--- src/rtl/fetch_stage_if.sv ---
`default_nettype none
// ============================================================================
// fetch_stage_if : hazard, instruction-memory and IF/ID signals of the fetch stage
// Revision 1.0
// ============================================================================
interface fetch_stage_if;
    logic        stall;
    logic        flush;
    logic [31:0] branch_target;
    logic        imem_req;
    logic [31:0] imem_addr;
    logic        imem_valid;
    logic [31:0] imem_rdata;
    logic [31:0] id_pc;
    logic [31:0] id_inst;
    logic        id_valid;
    logic [15:0] stall_cnt;

    modport master (
        input  stall, flush, branch_target, imem_valid, imem_rdata,
        output imem_req, imem_addr, id_pc, id_inst, id_valid, stall_cnt
    );

    modport slave (
        output stall, flush, branch_target, imem_valid, imem_rdata,
        input  imem_req, imem_addr, id_pc, id_inst, id_valid, stall_cnt
    );
endinterface
`default_nettype wire

--- src/rtl/fetch_stage.sv ---
`default_nettype none
// ============================================================================
// fetch_stage : instruction fetch with one-word skid buffer and squash drain
// Revision 1.0
// ============================================================================
module fetch_stage #(
    parameter logic [31:0] RESET_PC = 32'h0000_0000,
    parameter logic [31:0] NOP_INST = 32'h0000_0013
) (
    input  wire logic     clk,
    input  wire logic     reset_n,
    fetch_stage_if.master bus
);

    typedef enum logic [1:0] {
        S_REQ   = 2'd0,
        S_FULL  = 2'd1,
        S_DRAIN = 2'd2
    } state_t;

    localparam logic [15:0] c_CNT_MAX = 16'hFFFF;

    state_t      r_state;
    logic [31:0] r_pc;
    logic [31:0] r_drain_addr;
    logic [31:0] r_buf_pc;
    logic [31:0] r_buf_inst;
    logic [31:0] r_id_pc;
    logic [31:0] r_id_inst;
    logic        r_id_valid;
    logic        r_imem_req;
    logic [31:0] r_imem_addr;
    logic [15:0] r_stall_cnt;

    state_t      w_state;
    logic [31:0] w_pc;
    logic [31:0] w_drain_addr;
    logic [31:0] w_buf_pc;
    logic [31:0] w_buf_inst;
    logic [31:0] w_id_pc;
    logic [31:0] w_id_inst;
    logic        w_id_valid;
    logic [31:0] w_pc_inc;
    logic [31:0] w_target;
    logic        w_cnt_inc;

    assign w_pc_inc  = r_pc + 32'd4;
    assign w_target  = bus.branch_target & ~32'h0000_0003;
    assign w_cnt_inc = bus.stall && !bus.flush && (r_stall_cnt != c_CNT_MAX);

    always_comb begin
        w_state      = r_state;
        w_pc         = r_pc;
        w_drain_addr = r_drain_addr;
        w_buf_pc     = r_buf_pc;
        w_buf_inst   = r_buf_inst;
        w_id_pc      = r_id_pc;
        w_id_inst    = r_id_inst;
        w_id_valid   = r_id_valid;

        if (bus.flush) begin
            // Squash: bubble into IF/ID, keep id_pc, redirect
            w_id_inst  = NOP_INST;
            w_id_valid = 1'b0;
            w_pc       = w_target;
            case (r_state)
                S_REQ: begin
                    if (bus.imem_valid) begin
                        w_state = S_REQ;
                    end else begin
                        w_state      = S_DRAIN;
                        w_drain_addr = r_pc;
                    end
                end
                S_FULL:  w_state = S_REQ;
                S_DRAIN: w_state = bus.imem_valid ? S_REQ : S_DRAIN;
                default: w_state = S_REQ;
            endcase
        end else begin
            case (r_state)
                S_REQ: begin
                    if (bus.imem_valid) begin
                        if (bus.stall) begin
                            w_buf_pc   = r_pc;
                            w_buf_inst = bus.imem_rdata;
                            w_state    = S_FULL;
                        end else begin
                            w_id_pc    = r_pc;
                            w_id_inst  = bus.imem_rdata;
                            w_id_valid = 1'b1;
                            w_pc       = w_pc_inc;
                        end
                    end else if (!bus.stall) begin
                        w_id_inst  = NOP_INST;
                        w_id_valid = 1'b0;
                    end
                end
                S_FULL: begin
                    if (!bus.stall) begin
                        w_id_pc    = r_buf_pc;
                        w_id_inst  = r_buf_inst;
                        w_id_valid = 1'b1;
                        w_pc       = w_pc_inc;
                        w_state    = S_REQ;
                    end
                end
                S_DRAIN: begin
                    // The stale response is swallowed here and never reaches IF/ID
                    if (!bus.stall) begin
                        w_id_inst  = NOP_INST;
                        w_id_valid = 1'b0;
                    end
                    if (bus.imem_valid) begin
                        w_state = S_REQ;
                    end
                end
                default: w_state = S_REQ;
            endcase
        end
    end

    always_ff @(posedge clk or negedge reset_n) begin
        if (!reset_n) begin
            r_state      <= S_REQ;
            r_pc         <= RESET_PC;
            r_drain_addr <= 32'h0;
            r_buf_pc     <= 32'h0;
            r_buf_inst   <= NOP_INST;
            r_id_pc      <= 32'h0;
            r_id_inst    <= NOP_INST;
            r_id_valid   <= 1'b0;
            r_imem_req   <= 1'b0;
            r_imem_addr  <= RESET_PC;
            r_stall_cnt  <= 16'h0;
        end else begin
            r_state      <= w_state;
            r_pc         <= w_pc;
            r_drain_addr <= w_drain_addr;
            r_buf_pc     <= w_buf_pc;
            r_buf_inst   <= w_buf_inst;
            r_id_pc      <= w_id_pc;
            r_id_inst    <= w_id_inst;
            r_id_valid   <= w_id_valid;
            // Request outputs are registered from the next state so they stay low during reset
            r_imem_req   <= (w_state != S_FULL);
            r_imem_addr  <= (w_state == S_DRAIN) ? w_drain_addr : w_pc;
            if (w_cnt_inc) begin
                r_stall_cnt <= r_stall_cnt + 16'd1;
            end
        end
    end

    assign bus.imem_req  = r_imem_req;
    assign bus.imem_addr = r_imem_addr;
    assign bus.id_pc     = r_id_pc;
    assign bus.id_inst   = r_id_inst;
    assign bus.id_valid  = r_id_valid;
    assign bus.stall_cnt = r_stall_cnt;

endmodule
`default_nettype wire

--- src/flat_wrapper.sv ---
// flat-port wrapper written by rule: the top's interface ports become plain ports
module fetch_stage_flat 
#(
    parameter logic [31:0] RESET_PC = 32'h0000_0000,
    parameter logic [31:0] NOP_INST = 32'h0000_0013
)
  (clk, reset_n, bus_stall, bus_flush, bus_branch_target, bus_imem_valid, bus_imem_rdata, bus_imem_req, bus_imem_addr, bus_id_pc, bus_id_inst, bus_id_valid, bus_stall_cnt);
  fetch_stage_if bus_i ();
  input  wire logic clk;
  input  wire logic reset_n;
  input wire logic [$bits(bus_i.stall)-1:0] bus_stall;
  input wire logic [$bits(bus_i.flush)-1:0] bus_flush;
  input wire logic [$bits(bus_i.branch_target)-1:0] bus_branch_target;
  input wire logic [$bits(bus_i.imem_valid)-1:0] bus_imem_valid;
  input wire logic [$bits(bus_i.imem_rdata)-1:0] bus_imem_rdata;
  output wire logic [$bits(bus_i.imem_req)-1:0] bus_imem_req;
  output wire logic [$bits(bus_i.imem_addr)-1:0] bus_imem_addr;
  output wire logic [$bits(bus_i.id_pc)-1:0] bus_id_pc;
  output wire logic [$bits(bus_i.id_inst)-1:0] bus_id_inst;
  output wire logic [$bits(bus_i.id_valid)-1:0] bus_id_valid;
  output wire logic [$bits(bus_i.stall_cnt)-1:0] bus_stall_cnt;
  assign bus_i.stall = bus_stall;
  assign bus_i.flush = bus_flush;
  assign bus_i.branch_target = bus_branch_target;
  assign bus_i.imem_valid = bus_imem_valid;
  assign bus_i.imem_rdata = bus_imem_rdata;
  assign bus_imem_req = bus_i.imem_req;
  assign bus_imem_addr = bus_i.imem_addr;
  assign bus_id_pc = bus_i.id_pc;
  assign bus_id_inst = bus_i.id_inst;
  assign bus_id_valid = bus_i.id_valid;
  assign bus_stall_cnt = bus_i.stall_cnt;
  fetch_stage #(.RESET_PC(RESET_PC), .NOP_INST(NOP_INST)) u_core (.clk(clk), .reset_n(reset_n), .bus(bus_i));
endmodule
--- config.mk ---
export PLATFORM = sky130hd
export DESIGN_NAME = fetch_stage_flat
export DESIGN_NICKNAME = d
export VERILOG_FILES = /design/src/rtl/fetch_stage_if.sv /design/src/rtl/fetch_stage.sv /design/src/flat_wrapper.sv
export SDC_FILE = /design/constraint.sdc
export NUM_CORES = 1
export LEC_CHECK = 0
export CAP_MARGIN = 0
export CORE_UTILIZATION = 30
export CTS_CLUSTER_DIAMETER = 80
export DETAILED_ROUTE_END_ITERATION = 10
export PLACE_DENSITY = 0.48
export SYNTH_ARGS = -nofsm -noshare
export SYNTH_HDL_FRONTEND = slang
export SYNTH_SLANG_ARGS = --single-unit
--- constraint.sdc ---
create_clock -name clk -period 2.8 [get_ports clk]
set_clock_uncertainty 0.05 [all_clocks]
set_input_delay 0.7 -clock clk [delete_from_list [all_inputs] [get_ports clk]]
set_output_delay 0.7 -clock clk [all_outputs]
set_load 0.005 [all_outputs]
==> impl_metrics.yaml <==
setup_path:
  worstRegToRegCells: 8
  setup.reg_to_reg.worst_slack_ns: 0.27
  critical_path.startpoint_type: "flip-flop"
  reg2reg_from: "u_core.r_state[0]$_DFF_PN0_"
  critical_path.slowest_cell: "sky130_fd_sc_hd__dfrtp_1"
  cp_data_required_time_ns: 3.17
  regToRegEndpoint: "u_core.bus.imem_addr[27]$_DFF_PN0_"
  criticalPathCategory: "flip-flop to flip-flop"
  critical_path.max_stage_delay_ns: 0.46
  cp_data_arrival_time_ns: 2.90
  crit_chain: "inv_1, ha_2, inv_1, or3_1, buf_4, mux2_2, and3_1, a41o_1"
  setup.worst_path.end_class: "flip-flop"
  cpMostUsedCell: "sky130_fd_sc_hd__inv_1"
  cp_max_fanout: 15
synthesis:
  synth.most_common_cell: "sky130_fd_sc_hd__dfrtp_1"
  synth.top_cells.by_count: "sky130_fd_sc_hd__dfrtp_1 (238), sky130_fd_sc_hd__mux2_2 (110), sky130_fd_sc_hd__nand2_1 (104)"
  synth_largest_area_cell: "sky130_fd_sc_hd__dfrtp_1"
  synth_top_family_by_area: "compound AO/OA/AOI/OAI gates"
  synth_mux_area_share_pct: 13.7
  ys_async_sr_fraction_pct: 100
  synth.distinct_cells: 63
  post_synth_and_or_nand_nor_area_fraction_pct: 12.3
  synth_edf_count: 0
  post_synthesis_share_of_cell_area_spent_on_full_adders_half_adders_and_majority_gates_pct: 0.647
  post_synth.cell_area_avg_um2: 10.7
  postSynth.topFlopCell: "sky130_fd_sc_hd__dfrtp_1"
  synthesis.instances: 1082
  ys_ff_latch: 244
  synth_compound_area_share_pct: 16.1
  seq_area_frac_synth_pct: 52.7
  post_synthesis_cell_area_um2: 11600
  yosys.area_share.xor_xnor_pct: 1.13
  portion_of_synthesized_cell_area_occupied_by_the_leading_cell_type_pct: 51.3
  yosys_warnings: 0
  synth_nets: 1157
  post_synth_main_area_contributors: "sky130_fd_sc_hd__dfrtp_1 (51%), sky130_fd_sc_hd__mux2_2 (11%), sky130_fd_sc_hd__nand2_1 (3.4%), sky130_fd_sc_hd__o21ai_0 (3.1%), sky130_fd_sc_hd__a21oi_1 (3.0%)"
route:
  detailroute.via_count: 9191
  drt_first_pass_iters: 5
  routed-wl-met2_mm: 16.0
  remaining_drc_errors: 0
  first_iter_violations: 438
  top_signal_layer_used: "met4"
  antenna_violating_nets_post_route: 0
  per_cell_routed_wire_length_um: 19.0
  drt-met1-wl_mm: 16.4
  avgViaCountPerCell: 5.07
  met3RoutedLength_mm: 1.56
  drt_wl_total_mm: 34.5
sta:
  finish_stage_setup_viols: 0
  timing_max_transition_violations_final: 0
  finalCriticalPeriod_ns: 2.53
  worstMarginPinSlew_ns: 0.766
  slew-limit-headroom_pct: 49.0
  timing.final.hold_violations: 0
  final.setup.worst_slack_ns: 0.271
  period_share_pct: 90.3
  achievable-frequency_mhz: 395
  grt_setup_unrepaired: "no"
power:
  vdd_drop_max_mv: 0.452
  power.static_leakage_nw: 6.31
  power.density_cell_area_nw_per_um2: 732
cells_and_area:
  syn2layout_area_growth_pct: 33.0
  net_count_of_the_finished_layout: 1354
  drive_above_1_share_pct: 19.9
  final_util_pct: 40.8
  instances_no_fill: 1814
clock_tree:
  postCtsHoldBufs: 0
  cts_max_level: 1
  post-cts-setup-buffers: 0
  cts_resized: 0
  tritoncts: "built"
  cts.clk_slew.worst_paths_ns: 0.06
  tritoncts_sink_count: 244
  worst_skew_pair.late_latency_ns: 0.55
  cts_inserted_buffers: 30
  cts.root.buffer_cell: "sky130_fd_sc_hd__clkbuf_16"
  clk_path_buf_depth: 3
floorplanning:
  floorplan.die.width_um: 199
  num_rows: 71
  start_util_pct: 30.7
  die_h_um: 199
  floorplan_die_area_um2: 39500
  boundaryPins: 183
  coreArea_um2: 37800
placed_design:
  preCtsSetupSlack_ns: -0.167
  place.gp.congestion: 0.812
  place.port_buffers: 180
  hpwl_mm: 22.9
  dp_cells: 1758
global_routing:
  grt.total_usage_pct: 17.6
  grt_first_pass_wirelength_mm: 54.0
  first_global_vias: 9235
  grt_remaining_overflow: 0
  grt_max_degree: 67
  antenna_violations_before_repair: 2
worst_hold_path:
  timing.hold.worst.class: "input pin to async pin"
flow_run:
  max-cap-violations: 0
status:
  run_status: "finished clean"
-- cell usage in the layout, fill, tap and decap left out, types with 8 or more instances in the layout --
cell / n
sky130_fd_sc_hd__mux2_2: 110
sky130_fd_sc_hd__a21o_1: 10
sky130_fd_sc_hd__nand4_1: 11
sky130_fd_sc_hd__nor4_1: 9
sky130_fd_sc_hd__o21ai_0: 72
sky130_fd_sc_hd__dfrtp_1: 238
sky130_fd_sc_hd__a21oi_1: 70
sky130_fd_sc_hd__and3_1: 17
sky130_fd_sc_hd__a221o_1: 24
sky130_fd_sc_hd__nand2_1: 104
sky130_fd_sc_hd__and4_1: 10
sky130_fd_sc_hd__nand3_1: 17
sky130_fd_sc_hd__nor3_1: 18
sky130_fd_sc_hd__buf_12: 13
sky130_fd_sc_hd__a31oi_1: 20
sky130_fd_sc_hd__a211oi_1: 30
sky130_fd_sc_hd__nand2b_1: 15
sky130_fd_sc_hd__clkbuf_16: 31
sky130_fd_sc_hd__mux2i_1: 33
sky130_fd_sc_hd__clkbuf_8: 9
sky130_fd_sc_hd__a22oi_1: 9
sky130_fd_sc_hd__buf_4: 58
sky130_fd_sc_hd__xnor2_1: 8
sky130_fd_sc_hd__clkdlybuf4s50_1: 177
sky130_fd_sc_hd__nor2_1: 58
-- per-stage QoR --
stage / cell area (µm²) / TNS, ns / hold WS [ns] / power (mW)
2_1_floorplan: 11600 / 0 / 0.354 / 6.05
3_3_place_gp: 14400 / -1.64 / 0.416 / 7.46
3_5_place_dp: 14400 / -2.54 / 0.426 / 7.50
4_1_cts: 15400 / 0 / 0.0495 / 11.5
5_1_grt: 15400 / 0 / 0.0606 / 11.9
6_report: 15400 / 0 / 0.0480 / 11.3
-- per-layer routing --
| metal | vias to the layer above | track usage, % |
|---|---|---|
| met5 | - | 0 |
| met4 | 0 | 3.48 |
| met3 | 33 | 2.85 |
| met2 | 183 | 28.5 |
| met1 | 4600 | 24.8 |
| li1 | 4375 | - |
-- area by class of cell --
type | instances | area, µm²
Antenna cell | 2 | 5.00
Clock buffer | 44 | 915
Clock inverter | 10 | 87.6
Fill cell | 3721 | 22400
Inverter | 9 | 33.8
Multi-Input combinational cell | 744 | 5150
Sequential cell | 244 | 6110
Tap cell | 511 | 639
Timing Repair Buffer | 250 | 2490
-- worst max-delay path by stage --
stage | startpoint | to | depth (start not counted)
after detailed placement | bus_stall | u_core.bus.imem_addr[15]$_DFF_PN0_ | 7
after floorplan | bus_imem_valid | u_core.bus.imem_addr[28]$_DFF_PN0_ | 10
after CTS | u_core.r_state[0]$_DFF_PN0_ | u_core.bus.imem_addr[27]$_DFF_PN0_ | 8
final | u_core.r_state[0]$_DFF_PN0_ | u_core.bus.imem_addr[27]$_DFF_PN0_ | 8
after global routing | u_core.r_state[0]$_DFF_PN0_ | u_core.bus.imem_addr[16]$_DFF_PN0_ | 7
after global placement | bus_stall | u_core.bus.imem_addr[28]$_DFF_PN0_ | 8
-- critical path, delay by kind of cell (launching register included) --
kind	cells	cell delay, ns
buffers and inverters	3	0.47
AO/OA/AOI/OAI	1	0.25
flip-flops	1	0.46
adder cells (fa/ha/maj)	1	0.32
multiplexers	1	0.30
AND/OR/NAND/NOR	2	0.53
-- power breakdown --
group | leakage, nW | switching, mW | internal (mW)
Sequential | 2.98 | 0.490 | 4.33
Clock | 0.495 | 1.54 | 2.34
Combinational | 2.83 | 1.11 | 1.49
-- flip-flops by register name, indices dropped and copies added, names as in the netlist --
register / cells
u_core.r_pc: 32
u_core.bus.stall_cnt: 16
u_core.r_buf_inst: 32
u_core.r_drain_addr: 32
u_core.bus.id_valid: 1
u_core.bus.imem_req: 1
u_core.bus.id_inst: 32
u_core.bus.imem_addr: 32
u_core.r_buf_pc: 32
u_core.r_state: 2
u_core.bus.id_pc: 32
-- cells by family after synthesis --
family / count (synthesis)
DFF: 244
and+or+nand+nor: 293
xor gates and xnor gates: 15
AOI/OAI and AO/OA: 285
buffers and inverters: 94
muxes: 145
adders and majority gates: 6
Note: power is estimated with default switching activity, not from simulation.
